**src/rtl/ready_valid_to_axi_master.sv**
```systemverilog
// ready_valid_to_axi_master
// Single-outstanding AXI4-Lite master. Commands arrive on a ready/valid
// port, are issued on the AW/W or AR channel, and the B/R result is handed
// back on a ready/valid response port. One transaction in flight, in order.
//
// Handshake rule used on every channel here: a transfer happens on a rising
// edge where valid and ready are both high; a source holds valid and its
// payload stable until that edge and never withdraws valid early, and a sink
// may raise or drop ready freely.
module ready_valid_to_axi_master #(
    parameter int C_M00_AXI_DATA_WIDTH = 32,
    parameter int C_M00_AXI_ADDR_WIDTH = 32
) (
    input  logic                                M00_AXI_aclk,
    input  logic                                M00_AXI_aresetn,
    // write address channel
    output logic [C_M00_AXI_ADDR_WIDTH-1:0]     M00_AXI_awaddr,
    output logic [2:0]                          M00_AXI_awprot,
    output logic                                M00_AXI_awvalid,
    input  logic                                M00_AXI_awready,
    // write data channel
    output logic [C_M00_AXI_DATA_WIDTH-1:0]     M00_AXI_wdata,
    output logic [C_M00_AXI_DATA_WIDTH/8-1:0]   M00_AXI_wstrb,
    output logic                                M00_AXI_wvalid,
    input  logic                                M00_AXI_wready,
    // write response channel
    input  logic [1:0]                          M00_AXI_bresp,
    input  logic                                M00_AXI_bvalid,
    output logic                                M00_AXI_bready,
    // read address channel
    output logic [C_M00_AXI_ADDR_WIDTH-1:0]     M00_AXI_araddr,
    output logic [2:0]                          M00_AXI_arprot,
    output logic                                M00_AXI_arvalid,
    input  logic                                M00_AXI_arready,
    // read data channel
    input  logic [C_M00_AXI_DATA_WIDTH-1:0]     M00_AXI_rdata,
    input  logic [1:0]                          M00_AXI_rresp,
    input  logic                                M00_AXI_rvalid,
    output logic                                M00_AXI_rready,
    // command port
    input  logic                                cmd_valid_i,
    output logic                                cmd_ready_o,
    input  logic                                cmd_write_i,
    input  logic [C_M00_AXI_ADDR_WIDTH-1:0]     cmd_addr_i,
    input  logic [C_M00_AXI_DATA_WIDTH-1:0]     cmd_wdata_i,
    input  logic [C_M00_AXI_DATA_WIDTH/8-1:0]   cmd_wstrb_i,
    // response port
    output logic                                rsp_valid_o,
    input  logic                                rsp_ready_i,
    output logic                                rsp_write_o,
    output logic [1:0]                          rsp_resp_o,
    output logic                                rsp_error_o,
    output logic [C_M00_AXI_DATA_WIDTH-1:0]     rsp_rdata_o,
    // FSM state, exposed for debug and checkers
    output logic [2:0]                          state_dbg_o
);

    localparam int DW = C_M00_AXI_DATA_WIDTH;
    localparam int AW = C_M00_AXI_ADDR_WIDTH;
    localparam int SW = C_M00_AXI_DATA_WIDTH / 8;

    typedef enum logic [2:0] {
        S_IDLE   = 3'd0,
        S_WRITE  = 3'd1,
        S_WAIT_B = 3'd2,
        S_READ   = 3'd3,
        S_WAIT_R = 3'd4,
        S_RESP   = 3'd5
    } state_e;

    state_e          state_q, state_d;
    logic [AW-1:0]   addr_q, addr_d;
    logic [DW-1:0]   wdata_q, wdata_d;
    logic [SW-1:0]   wstrb_q, wstrb_d;
    logic            write_q, write_d;
    logic            aw_done_q, aw_done_d;
    logic            w_done_q, w_done_d;
    logic [1:0]      resp_q, resp_d;
    logic [DW-1:0]   rdata_q, rdata_d;
    // Goes high on the first edge after reset release so cmd_ready_o stays
    // low while reset is asserted even though the state register sits in IDLE.
    logic            live_q;

    logic            aw_valid;
    logic            w_valid;
    logic            cmd_ready;

    // Channel valids are pure functions of registered state: no path from
    // cmd_valid_i or rsp_ready_i reaches any AXI output or cmd_ready_o.
    always_comb begin
        cmd_ready = live_q && (state_q == S_IDLE);
        aw_valid  = (state_q == S_WRITE) && !aw_done_q;
        w_valid   = (state_q == S_WRITE) && !w_done_q;
    end

    // Next-state logic: latch the command, track AW/W completion
    // independently, capture the B or R result, hold it until consumed.
    always_comb begin
        state_d   = state_q;
        addr_d    = addr_q;
        wdata_d   = wdata_q;
        wstrb_d   = wstrb_q;
        write_d   = write_q;
        aw_done_d = aw_done_q;
        w_done_d  = w_done_q;
        resp_d    = resp_q;
        rdata_d   = rdata_q;
        case (state_q)
            S_IDLE: begin
                if (cmd_valid_i && cmd_ready) begin
                    addr_d    = cmd_addr_i;
                    wdata_d   = cmd_wdata_i;
                    wstrb_d   = cmd_wstrb_i;
                    write_d   = cmd_write_i;
                    aw_done_d = 1'b0;
                    w_done_d  = 1'b0;
                    state_d   = cmd_write_i ? S_WRITE : S_READ;
                end
            end
            S_WRITE: begin
                if (aw_valid && M00_AXI_awready) aw_done_d = 1'b1;
                if (w_valid && M00_AXI_wready)   w_done_d  = 1'b1;
                if (aw_done_d && w_done_d)       state_d   = S_WAIT_B;
            end
            S_WAIT_B: begin
                if (M00_AXI_bvalid) begin
                    resp_d  = M00_AXI_bresp;
                    rdata_d = '0;
                    state_d = S_RESP;
                end
            end
            S_READ: begin
                if (M00_AXI_arready) state_d = S_WAIT_R;
            end
            S_WAIT_R: begin
                if (M00_AXI_rvalid) begin
                    resp_d  = M00_AXI_rresp;
                    rdata_d = M00_AXI_rdata;
                    state_d = S_RESP;
                end
            end
            S_RESP: begin
                if (rsp_ready_i) state_d = S_IDLE;
            end
            default: state_d = S_IDLE;
        endcase
    end

    // State and datapath registers; reset abandons any transaction at once.
    always_ff @(posedge M00_AXI_aclk or negedge M00_AXI_aresetn) begin
        if (!M00_AXI_aresetn) begin
            state_q   <= S_IDLE;
            addr_q    <= '0;
            wdata_q   <= '0;
            wstrb_q   <= '0;
            write_q   <= 1'b0;
            aw_done_q <= 1'b0;
            w_done_q  <= 1'b0;
            resp_q    <= 2'b00;
            rdata_q   <= '0;
            live_q    <= 1'b0;
        end else begin
            state_q   <= state_d;
            addr_q    <= addr_d;
            wdata_q   <= wdata_d;
            wstrb_q   <= wstrb_d;
            write_q   <= write_d;
            aw_done_q <= aw_done_d;
            w_done_q  <= w_done_d;
            resp_q    <= resp_d;
            rdata_q   <= rdata_d;
            live_q    <= 1'b1;
        end
    end

    // Output mapping straight from registered state.
    always_comb begin
        M00_AXI_awaddr  = addr_q;
        M00_AXI_awprot  = 3'b000;
        M00_AXI_awvalid = aw_valid;
        M00_AXI_wdata   = wdata_q;
        M00_AXI_wstrb   = wstrb_q;
        M00_AXI_wvalid  = w_valid;
        M00_AXI_bready  = (state_q == S_WAIT_B);
        M00_AXI_araddr  = addr_q;
        M00_AXI_arprot  = 3'b000;
        M00_AXI_arvalid = (state_q == S_READ);
        M00_AXI_rready  = (state_q == S_WAIT_R);
        cmd_ready_o     = cmd_ready;
        rsp_valid_o     = (state_q == S_RESP);
        rsp_write_o     = write_q;
        rsp_resp_o      = resp_q;
        rsp_error_o     = (resp_q != 2'b00);
        rsp_rdata_o     = rdata_q;
        state_dbg_o     = state_q;
    end

endmodule

```
**config.mk**
```make
export PLATFORM = sky130hd
export DESIGN_NAME = ready_valid_to_axi_master
export DESIGN_NICKNAME = d
export VERILOG_FILES = /design/src/rtl/ready_valid_to_axi_master.sv
export SDC_FILE = /design/constraint.sdc
export NUM_CORES = 1
export LEC_CHECK = 0
export CAP_MARGIN = 10
export CORE_MARGIN = 5
export CORE_UTILIZATION = 38
export DETAILED_ROUTE_END_ITERATION = 8
export PLACE_DENSITY = 0.85
export SLEW_MARGIN = 20
export SYNTH_ARGS = -nofsm -noshare
export SYNTH_HDL_FRONTEND = slang
export SYNTH_SLANG_ARGS = --single-unit
```
**constraint.sdc**
```tcl
create_clock -name M00_AXI_aclk -period 2.09 [get_ports M00_AXI_aclk]
set_clock_uncertainty 0.2 [all_clocks]
set_input_delay 0.418 -clock M00_AXI_aclk [delete_from_list [all_inputs] [get_ports M00_AXI_aclk]]
set_output_delay 0.418 -clock M00_AXI_aclk [all_outputs]
set_load 0.005 [all_outputs]
```
=== Word-level counts from Yosys, hierarchy flattened ===
Cells that the tools add are included.

* Input bits: 114
* Word-level logic and storage cells: 59
* Bits in registers: 109
* Output and inout bits: 152

* Multiplexer cells: 21
* Eq/ne operators: 11
* Reduce and logical (&&, ||, !) cells: 17

{| class="wikitable"
|+ Operators with widths
! kind !! count
|-
| two-way mux 32 bit || 2
|-
| one-hot mux 32 bit (2 select lines) || 1
|-
| two-way mux 3 bit || 6
|-
| one-hot mux 3 bit (6 select lines) || 1
|-
| != test 2 x 1 -> 1 bit, second input constant || 4
|-
| logical AND 1 bit || 7
|-
| equality test 3 x 2 -> 1 bit, second input constant || 2
|-
| equality test 3 bit, second input constant || 2
|-
| two-way mux 2 bit || 3
|-
| AND reduction 6 bit || 1
|-
| nonzero test 2 bit || 3
|-
| two-way mux 1 bit || 5
|-
| != test 2 bit, second input constant || 2
|-
| one-hot mux 1 bit (2 select lines) || 2
|-
| one-hot mux 2 bit (2 select lines) || 1
|-
| AND reduction 2 bit || 2
|-
| equality test 3 x 1 -> 1 bit, second input constant || 1
|-
| logical NOT 3 bit || 1
|-
| AND reduction 3 bit || 1
|-
| logical NOT 1 bit || 2
|}

=== Depth between registers and ports, before layout ===
Gate-level depths: netlist of run 1.

* Word-level depth: 8
* Depth in mapped cells: 7
* Mapped depth without buffers: 4

=== Least setup slack after synthesis of run 1 ===
OpenSTA, ideal clock, no wires.

* Path type: register -> register
* Start: reg state_q[2] (netlist: state_dbg_o[2])
* End: reg wdata_q[14] (netlist: M00_AXI_wdata[14])
* Arrival: 1.401 ns
* Buffers on the path: 3
* Required time: 1.774 ns
* Slack: 0.373 ns
* Cell stages (with the launch flop): 8
* Path through: dfrtp_1 > buf_6 > nor4b_4 > nand2_1 > buf_2 > buf_6 > nand2_1 > nand2_1

* Cells in the longest elaborated chain, start to end: 4

{| class="wikitable"
|+ RTL lines
! element !! RTL line !! text
|-
| from (decl) || 71 || <nowiki>state_e state_q, state_d;</nowiki>
|-
| from (signal assigned) || 163 || <nowiki>state_q <= state_d;</nowiki>
|-
| logical NOT 3 bit || 91 || <nowiki>cmd_ready = live_q && (state_q == S_IDLE);</nowiki>
|-
| logical AND 1 bit || 91 ||
|-
| net cmd_ready_o || 42 || <nowiki>output logic cmd_ready_o,</nowiki>
|-
| logical AND 1 bit || 110 || <nowiki>if (cmd_valid_i && cmd_ready) begin</nowiki>
|-
| AND reduction 2 bit (no source line) || -- ||
|-
| to (signal assigned) || 165 || <nowiki>wdata_q <= wdata_d;</nowiki>
|-
| to (decl) || 73 || <nowiki>logic [DW-1:0] wdata_q, wdata_d;</nowiki>
|}

The timed path passes the listed nets, and every way through them passes these cells.
A chain may end at the register's enable or synchronous reset.

=== Worst setup path in the final report of run 1 ===
* Start: reg state_q[1] (netlist: state_dbg_o[1])
* End: out state_dbg_o[1]

{| class="wikitable"
|+ RTL lines
! element !! RTL line !! text
|-
| to (decl) || 55 || <nowiki>output logic [2:0] state_dbg_o</nowiki>
|}

No word-level cell between the ends.

==> impl_metrics.json, run 1 <==
{
  "grtUsageMet2_pct": 32.8,
  "clkLatencyLatePin_ns": 0.34,
  "drive_gt1_share_pct": 8.56,
  "cellPowerDensity_nw_per_um2": 1380,
  "register_area_um2": 2730,
  "synth.avg_cell_area_um2": 9.99,
  "period_share_pct": 97.7,
  "cts_max_level": 3,
  "overflow": 0,
  "ys_seq_area_share_pct": 59.5,
  "grt_pass1_wl_um": 22000,
  "cp_slowest_cell": "clkdlybuf4s50_1",
  "timing.critical_path.arrival_ns": 1.42,
  "grt_use_met1_pct": 22.1,
  "grt_pass1_vias": 4139,
  "dp_hpwl_um": 10600,
  "ys.flop_type": "dfrtp_1",
  "hp-class": "reg -> reg",
  "grt_usage_pct": 19.2,
  "grt_max_degree": 110,
  "outcome": "complete, no violations",
  "final_core_util_pct": 62.5,
  "cp_max_fo": 4,
  "cts_tree": "built",
  "floorplan.die_area_um2": 14400,
  "holdWs_ns": 0.272,
  "crit_family": "buffers and inverters",
  "start_util_pct": 38.5,
  "cts-root-buf": "clkbuf_16",
  "top_usage_layer": "met2",
  "synth_cells": 459,
  "place_ws_ns": 0.0292,
  "maxSlewViolCount": 0,
  "end_kind": "primary output",
  "setup_viol": 0,
  "syn2layout_area_growth_pct": 62.4,
  "setup_slack_ns": 0.0476,
  "die_w_um": 120,
  "clk_path_buf_depth": 2,
  "ys_seq_elements": 109,
  "rsz0062_at_grt": "true",
  "rows": 40,
  "core_um2": 11900,
  "relSlewSlack_pct": 59.6,
  "viasPerCell": 4.70,
  "yosysWarnings": 0,
  "grt_use_met3_pct": 7.45,
  "wl_per_cell_um": 16.3,
  "fin_crit_ns": 2.04,
  "first_pass_iters": 4,
  "layout.nets": 810,
  "fmax_mhz": 490,
  "fillers": 940,
  "synth.cell_area_um2": 4590,
  "worst_pin_slew_ns": 0.606,
  "hold_viol": 0,
  "crit_required_ns": 1.47,
  "synth-edff-count": 0,
  "io_buffers": 259,
  "path_clk_slew_ns": 0.07,
  "drv_cap": 0,
  "drt_iter0_markers": 168,
  "die_height_um": 120,
  "io_pins": 266,
  "worstSetupPathType": "reg -> out",
  "ir_drop_mv": 0.679,
  "clock-sinks": 109,
  "multi_input_area_um2": 1410,
  "path_cells": "buf_4, clkdlybuf4s50_1",
  "path_buf_inv": 2,
  "drtAntennaViolNets": 0,
  "tritoncts.num_buffers": 9,
  "max_stage_delay_ns": 0.52,
  "antenna_found_initial": 0,
  "yosys.cell_types.count": 33,
  "power_mw": 10.3,
  "p_leak_nw": 3.50,
  "wl_um": 13800,
  "antenna_cells": 0,
  "worstSetupStartpointType": "flop",
  "vias": 3987,
  "gp_congestion": 0.797,
  "async_flop_share_pct": 100,
  "drc": 0
}
## through the flow
stage / std cells / instance area [µm²] / TNS [ns]
5_1_grt: 848 / 7450 / -0.0158
3_5_place_dp: 824 / 7080 / 0
4_1_cts: 846 / 7440 / 0
2_1_floorplan: 464 / 4600 / 0
3_3_place_gp: 824 / 7080 / 0
6_report: 848 / 7450 / 0
## final timing paths
check	startpoint	end	slack (ns)	cells after the start
max reg2reg	state_dbg_o[2]	state_dbg_o[0]	0.23	6
max in group asynchronous	M00_AXI_aresetn	M00_AXI_wdata[8]	0.74	3
min	M00_AXI_wdata[31]	M00_AXI_wdata[31]	0.27	2
min in group asynchronous	M00_AXI_aresetn	rsp_rdata_o[6]	0.43	3
min reg2reg	M00_AXI_wdata[31]	M00_AXI_wdata[31]	0.27	2
max	state_dbg_o[1]	state_dbg_o[1]	0.05	2
## flip-flops by register name, summed over array words and instances, names as in the netlist
| register | count |
|---|---|
| w_done_q | 1 |
| M00_AXI_wstrb | 4 |
| aw_done_q | 1 |
| state_dbg_o | 3 |
| M00_AXI_araddr | 32 |
| M00_AXI_wdata | 32 |
| rsp_rdata_o | 32 |
| rsp_write_o | 1 |
| live_q | 1 |
| rsp_resp_o | 2 |
## what timing repair did
action                                  4_1_cts  5_1_grt
pin swaps                                     1        1
hold buffers                                  1        0
endpoints found under the setup margin       10        8
cloned                                        0        0
setup buffers                                 5        2
hold endpoints to repair                    109        0
resized for setup                            22       11
## power by group
part           switching [mW]  internal (mW)  total, mW
clock network           0.728          0.927       1.66
registers               0.654           3.08       3.73
logic                    1.79           3.12       4.91
## kinds of logic (layout without fill, tap and decap cells)
kind of cell | after synthesis | count (layout) | share of synthesized area (%)
flops | 109 | 109 | 59.5
compound gates | 45 | 45 | 8.02
mux | 3 | 3 | 0.655
buf+inv | 64 | 301 | 10.8
simple gates | 236 | 236 | 20.9
other cells | 2 | 7 | 0.164
## cells in the mapped netlist (2+ instances only)
| cell type | number | area [µm²] |
|---|---|---|
| a31oi_1 | 2 | 12.5 |
| a21oi_1 | 2 | 10.0 |
| nor2_1 | 7 | 26.3 |
| and2_1 | 3 | 18.8 |
| buf_2 | 4 | 20.0 |
| o21ai_0 | 2 | 10.0 |
| mux2i_1 | 3 | 30.0 |
| or4_1 | 2 | 15.0 |
| conb_1 | 2 | 7.51 |
| o21ai_1 | 2 | 10.0 |
| dfrtp_1 | 109 | 2730 |
| a22o_1 | 32 | 280 |
| clkbuf_1 | 6 | 22.5 |
| buf_4 | 40 | 300 |
| and3b_1 | 2 | 17.5 |
| buf_6 | 13 | 146 |
| nand2_1 | 212 | 796 |
## metal layers
metal	routed length, µm	vias up
li1	-	1893
met1	5220	1859
met2	6750	219
met3	1580	16
met4	234	0
met5	0	-
## placed cells by master (no fill, tap or decap), types with 5 or more instances in the layout
cell type        count
a22o_1              32
buf_12               5
buf_4               18
clkbuf_16            9
clkdlybuf4s50_1    249
conb_1               7
dfrtp_1            106
nand2_1            211
nor2_1               5
## worst min-delay path: stages, from the launching register on
cell and delay, ns:
dfrtp_1 0.34, nand2_1 0.05, nand2_1 0.06
## final cells by class
| cell class | count | share of cell area, % |
|---|---|---|
| Clock inverter | 6 | 0.823 |
| Inverter | 1 | 0.0840 |
| Clock buffer | 10 | 3.07 |
| Sequential cell | 109 | 36.7 |
| Timing Repair Buffer | 284 | 37.9 |
| Tap cell | 147 | 2.47 |
| Multi-Input combinational cell | 291 | 18.9 |
Power figures use the tool's default switching activity.
==> run 2, diff against run 1 <==
--- a/config.mk
+++ b/config.mk
@@ -6,6 +6,7 @@
 export NUM_CORES = 1
 export LEC_CHECK = 0
 export CAP_MARGIN = 10
+export CORE_ASPECT_RATIO = 0.5
 export CORE_MARGIN = 5
 export CORE_UTILIZATION = 38
 export DETAILED_ROUTE_END_ITERATION = 8
==> impl_metrics.json, run 2 (synthesis gave the netlist of run 1 again) <==
{
  "outcome": "finished, violations left",
  "violations": "setup timing",
  "clock-sinks": 109,
  "grt_use_met3_pct": 5.78,
  "floorplan.die_area_um2": 14500,
  "hp-class": "reg -> reg",
  "drc": 0,
  "endpoint": "cmd_ready_o",
  "grt_pass1_vias": 4116,
  "grtUsageMet2_pct": 34.6,
  "overflow": 0,
  "timing.critical_path.arrival_ns": 1.50,
  "fmax_mhz": 472,
  "dp_hpwl_um": 10300,
  "top_usage_layer": "met2",
  "crit_path_start": "state_dbg_o[1]",
  "p_leak_nw": 3.58,
  "r2r_setup_slack_ns": 0.08,
  "period_share_pct": 101,
  "io_pins": 266,
  "reg2reg_from": "state_dbg_o[1]",
  "grt_usage_pct": 18.4,
  "path_clk_slew_ns": 0.08,
  "final_cell_mix": "clkdlybuf4s50_1, nand2_1, dfrtp_1",
  "drtAntennaViolNets": 0,
  "cts_max_level": 3,
  "hold_viol": 0,
  "cellPowerDensity_nw_per_um2": 1390,
  "gp_congestion": 0.774,
  "setup_slack_ns": -0.0296,
  "grt_max_degree": 53,
  "drt_iter0_markers": 214,
  "cp_slowest_cell": "dfrtp_2",
  "ir_drop_mv": 0.604,
  "mostFrequentLayoutCell": "clkdlybuf4s50_1",
  "start_util_pct": 38.8,
  "place_ws_ns": 0.0130,
  "end_kind": "primary output",
  "viasPerCell": 4.58,
  "maxSlewViolCount": 0,
  "drive_gt1_share_pct": 8.55,
  "worstSetupStartpointType": "flop",
  "rr_endpoint": "M00_AXI_araddr[3]",
  "crit_required_ns": 1.47,
  "max_stage_delay_ns": 0.45,
  "wl_um": 13700,
  "path_cells": "buf_12, buf_4, nor4b_4, buf_2",
  "antenna_found_initial": 0,
  "clk_path_buf_depth": 2,
  "die_w_um": 165,
  "grt_use_met1_pct": 19.9,
  "syn2layout_area_growth_pct": 64.9,
  "die_height_um": 87.7,
  "grt_pass1_wl_um": 21100,
  "tritoncts.num_buffers": 9,
  "final_core_util_pct": 64.0,
  "r2r_cells": 8,
  "rows": 28,
  "drv_cap": 0,
  "rsz0062_at_grt": "true",
  "worstSetupPathType": "reg -> out",
  "fin_crit_ns": 2.12,
  "setup_viol": 1,
  "cts_tree": "built",
  "antenna_cells": 0,
  "layout.nets": 811,
  "cts-root-buf": "clkbuf_16",
  "first_pass_iters": 4,
  "clkLatencyLatePin_ns": 0.34,
  "core_um2": 11800,
  "cp_max_fo": 4,
  "io_buffers": 259,
  "vias": 3973,
  "wl_per_cell_um": 15.8
}
-- run 2: how the worst min path moves through the flow --
stage                      from                end  slack (ns)  cells after the start
3_5_place_dp    M00_AXI_aresetn    rsp_rdata_o[29]        0.20                      1
6_report       M00_AXI_wdata[1]   M00_AXI_wdata[1]        0.27                      2
5_1_grt        M00_AXI_wdata[1]   M00_AXI_wdata[1]        0.29                      2
3_3_place_gp    M00_AXI_aresetn    rsp_rdata_o[29]        0.19                      1
4_1_cts        M00_AXI_wstrb[3]   M00_AXI_wstrb[3]        0.28                      2
2_1_floorplan   M00_AXI_aresetn  M00_AXI_araddr[0]       -0.08                      0
-- run 2: per-layer routing --
layer | up-vias | wire, µm
met4 | 0 | 367
met1 | 1893 | 4920
met2 | 150 | 7280
met5 | - | 0
met3 | 26 | 1170
li1 | 1904 | -
-- run 2: timing repair --
| item | 4_1_cts | 5_1_grt |
|---|---|---|
| endpoints found under the hold margin | 28 | 0 |
| hold buffers | 1 | 0 |
| pin swaps | 2 | 1 |
| resized for setup | 14 | 17 |
| endpoints found under the setup margin | 11 | 7 |
| setup buffers | 4 | 4 |
-- run 2: area by class of cell --
type | count | area (µm²)
tap | 165 | 206
clock inverter | 5 | 88.8
fill | 950 | 4250
timing repair buffer | 285 | 2860
multi-input combinational | 291 | 1420
sequential | 109 | 2730
clock buffer | 11 | 253
inverter | 1 | 3.75
-- run 2: critical path: cells and delay by family, from the launching register on --
kind | cells | cell delay [ns]
and+or+nand+nor | 1 | 0.26
buffers and inverters | 3 | 0.44
DFF | 1 | 0.45
-- run 2: power breakdown --
group / internal, mW / switching [mW] / total (mW)
clock network: 1.13 / 0.793 / 1.92
logic: 3.12 / 1.74 / 4.86
registers: 3.07 / 0.654 / 3.73
total: 7.33 / 3.18 / 10.5
-- run 2: stage by stage --
step,instances,hold WS (ns),power [mW],setup TNS [ns],cell area (µm²)
3_3_place_gp,843,0.195,8.32,0,7110
6_report,867,0.274,10.5,-0.0296,7560
2_1_floorplan,464,-0.0776,5.58,0,4600
5_1_grt,867,0.294,11.2,-0.153,7560
4_1_cts,864,0.279,10.5,-0.613,7500
3_5_place_dp,843,0.201,8.52,0,7110
==> run 3, diff against run 2 <==
--- a/config.mk
+++ b/config.mk
@@ -10,7 +10,8 @@
 export CORE_MARGIN = 5
 export CORE_UTILIZATION = 38
 export DETAILED_ROUTE_END_ITERATION = 8
-export PLACE_DENSITY = 0.85
+export GPL_TIMING_DRIVEN = 0
+export PLACE_DENSITY = 0.8
 export SLEW_MARGIN = 20
 export SYNTH_ARGS = -nofsm -noshare
 export SYNTH_HDL_FRONTEND = slang
==> impl_metrics.json, run 3 (synthesis gave the netlist of run 1 again) <==
{
  "rows": 28,
  "clock-sinks": 109,
  "drive_gt1_share_pct": 13.4,
  "cts-root-buf": "clkbuf_16",
  "grt_max_degree": 59,
  "worstSetupStartpointType": "flop",
  "pwr-share-comb_pct": 49.0,
  "floorplan.die_area_um2": 14500,
  "grt_pass1_wl_um": 22000,
  "drc": 0,
  "io_buffers": 259,
  "hold_viol": 0,
  "register_area_um2": 2730,
  "mostFrequentLayoutCell": "clkdlybuf4s50_1",
  "cp_max_fo": 2,
  "rsz0062_at_grt": "true",
  "antenna_cells": 0,
  "cts_max_level": 3,
  "multi_input_area_um2": 1410,
  "fin_tns_setup_ns": 0,
  "io_pins": 266,
  "final_cell_mix": "clkdlybuf4s50_1, nand2_1, dfrtp_1",
  "fmax_mhz": 493,
  "die_w_um": 165,
  "end_kind": "primary output",
  "drv_cap": 0,
  "drtAntennaViolNets": 0,
  "intPower_mw": 7.44,
  "holdWs_ns": 0.275,
  "ir_drop_mv": 0.664,
  "viasPerCell": 4.51,
  "clk_path_buf_depth": 2,
  "setup_viol": 0,
  "tritoncts.num_buffers": 9,
  "p_clk_share_pct": 16.5,
  "antenna_found_initial": 0,
  "maxSlewViolCount": 0,
  "first_pass_iters": 4,
  "outcome": "complete, no violations",
  "fillers": 968,
  "grt_pass1_vias": 4291,
  "syn2layout_area_growth_pct": 70.5,
  "cellPowerDensity_nw_per_um2": 1370,
  "final_core_util_pct": 66.2,
  "switching_share_pct": 30.3,
  "p_leak_nw": 3.72,
  "crit_required_ns": 1.47,
  "path_clk_slew_ns": 0.08,
  "hold_depth": 2,
  "cts_tree": "built",
  "core_um2": 11800,
  "start_util_pct": 38.8,
  "layout.nets": 858,
  "wl_per_cell_um": 15.2,
  "power_frac_seq_pct": 34.5,
  "worst_pin_slew_ns": 0.508,
  "power_switching_mw": 3.23,
  "hp-class": "reg -> reg",
  "fin_crit_ns": 2.03,
  "clkLatencyLatePin_ns": 0.34,
  "vias": 4125,
  "grt_usage_pct": 19.3,
  "drt_iter0_markers": 158,
  "period_share_pct": 97.2,
  "worstSetupPathType": "reg -> out",
  "overflow": 0,
  "timing.critical_path.arrival_ns": 1.41,
  "relSlewSlack_pct": 66.1,
  "die_height_um": 87.7,
  "r2r_cells": 8,
  "gp_congestion": 0.759,
  "wl_um": 13900,
  "dp_hpwl_um": 10800
}
==> run 3: power groups by stage <==
stage	Combinational (mW)	Clock (mW)	Sequential, mW
after floorplan	1.83	0	3.74
after global placement	5.04	0	3.69
after detailed placement	5.17	0	3.72
after CTS	5.26	1.81	3.69
after global routing	5.68	1.90	3.83
final	5.22	1.76	3.68
==> run 3: layout make-up <==
cell class,count,area share (%)
clock buffers,9,2.88
clock inverters,7,1.02
plain buffers,63,6.28
repair buffers,269,34.2
multi-input cells,291,18.0
flip-flops and latches,109,34.9
well taps,165,2.64
inverters,1,0.0480
==> run 3: final timing paths <==
path / from / slack (ns) / to
worst min register to register: M00_AXI_wdata[30] / 0.28 / M00_AXI_wdata[30]
min in group asynchronous: M00_AXI_aresetn / 0.40 / M00_AXI_araddr[0]
max in group asynchronous: M00_AXI_aresetn / 0.61 / state_dbg_o[0]
worst max register to register: state_dbg_o[2] / 0.19 / rsp_rdata_o[7]
worst max-delay path: state_dbg_o[2] / 0.06 / M00_AXI_rready
worst min-delay path: M00_AXI_wdata[30] / 0.28 / M00_AXI_wdata[30]
==> run 3: through the flow <==
| step | setup slack (ns) | total power, mW | cell area [µm²] | std cells |
|---|---|---|---|---|
| after CTS | 0.00466 | 10.8 | 7790 | 911 |
| final | 0.0595 | 10.7 | 7820 | 914 |
| after detailed placement | -0.202 | 8.89 | 7430 | 889 |
| after global placement | -3.79 | 8.72 | 7400 | 888 |
| after floorplan | 0.373 | 5.58 | 4600 | 464 |
| after global routing | -0.0169 | 11.4 | 7820 | 914 |
==> run 3: what timing repair did <==
| item | in CTS | in global routing |
|---|---|---|
| cloned | 0 | 0 |
| resized for setup | 21 | 11 |
| endpoints found under the setup margin | 9 | 17 |
| hold buffers | 1 | 0 |
| endpoints found under the hold margin | 51 | 0 |
| buffers inserted | 5 | 3 |
| pin swaps | 1 | 2 |
==> run 3: critical path, cell delays in order (launching register included) <==
cell           delay [ns]
dfrtp_1              0.39
buf_4                0.14
buf_4                0.13
nor3b_4              0.15
dlygate4sd2_1        0.26
==> run 3: routing by layer <==
layer	track usage, %	vias to the layer above	wire [µm]
li1	-	2002	-
met1	22.2	1934	5280
met2	34.6	154	7150
met3	5.22	35	954
met4	7.71	0	495
met5	0	-	0
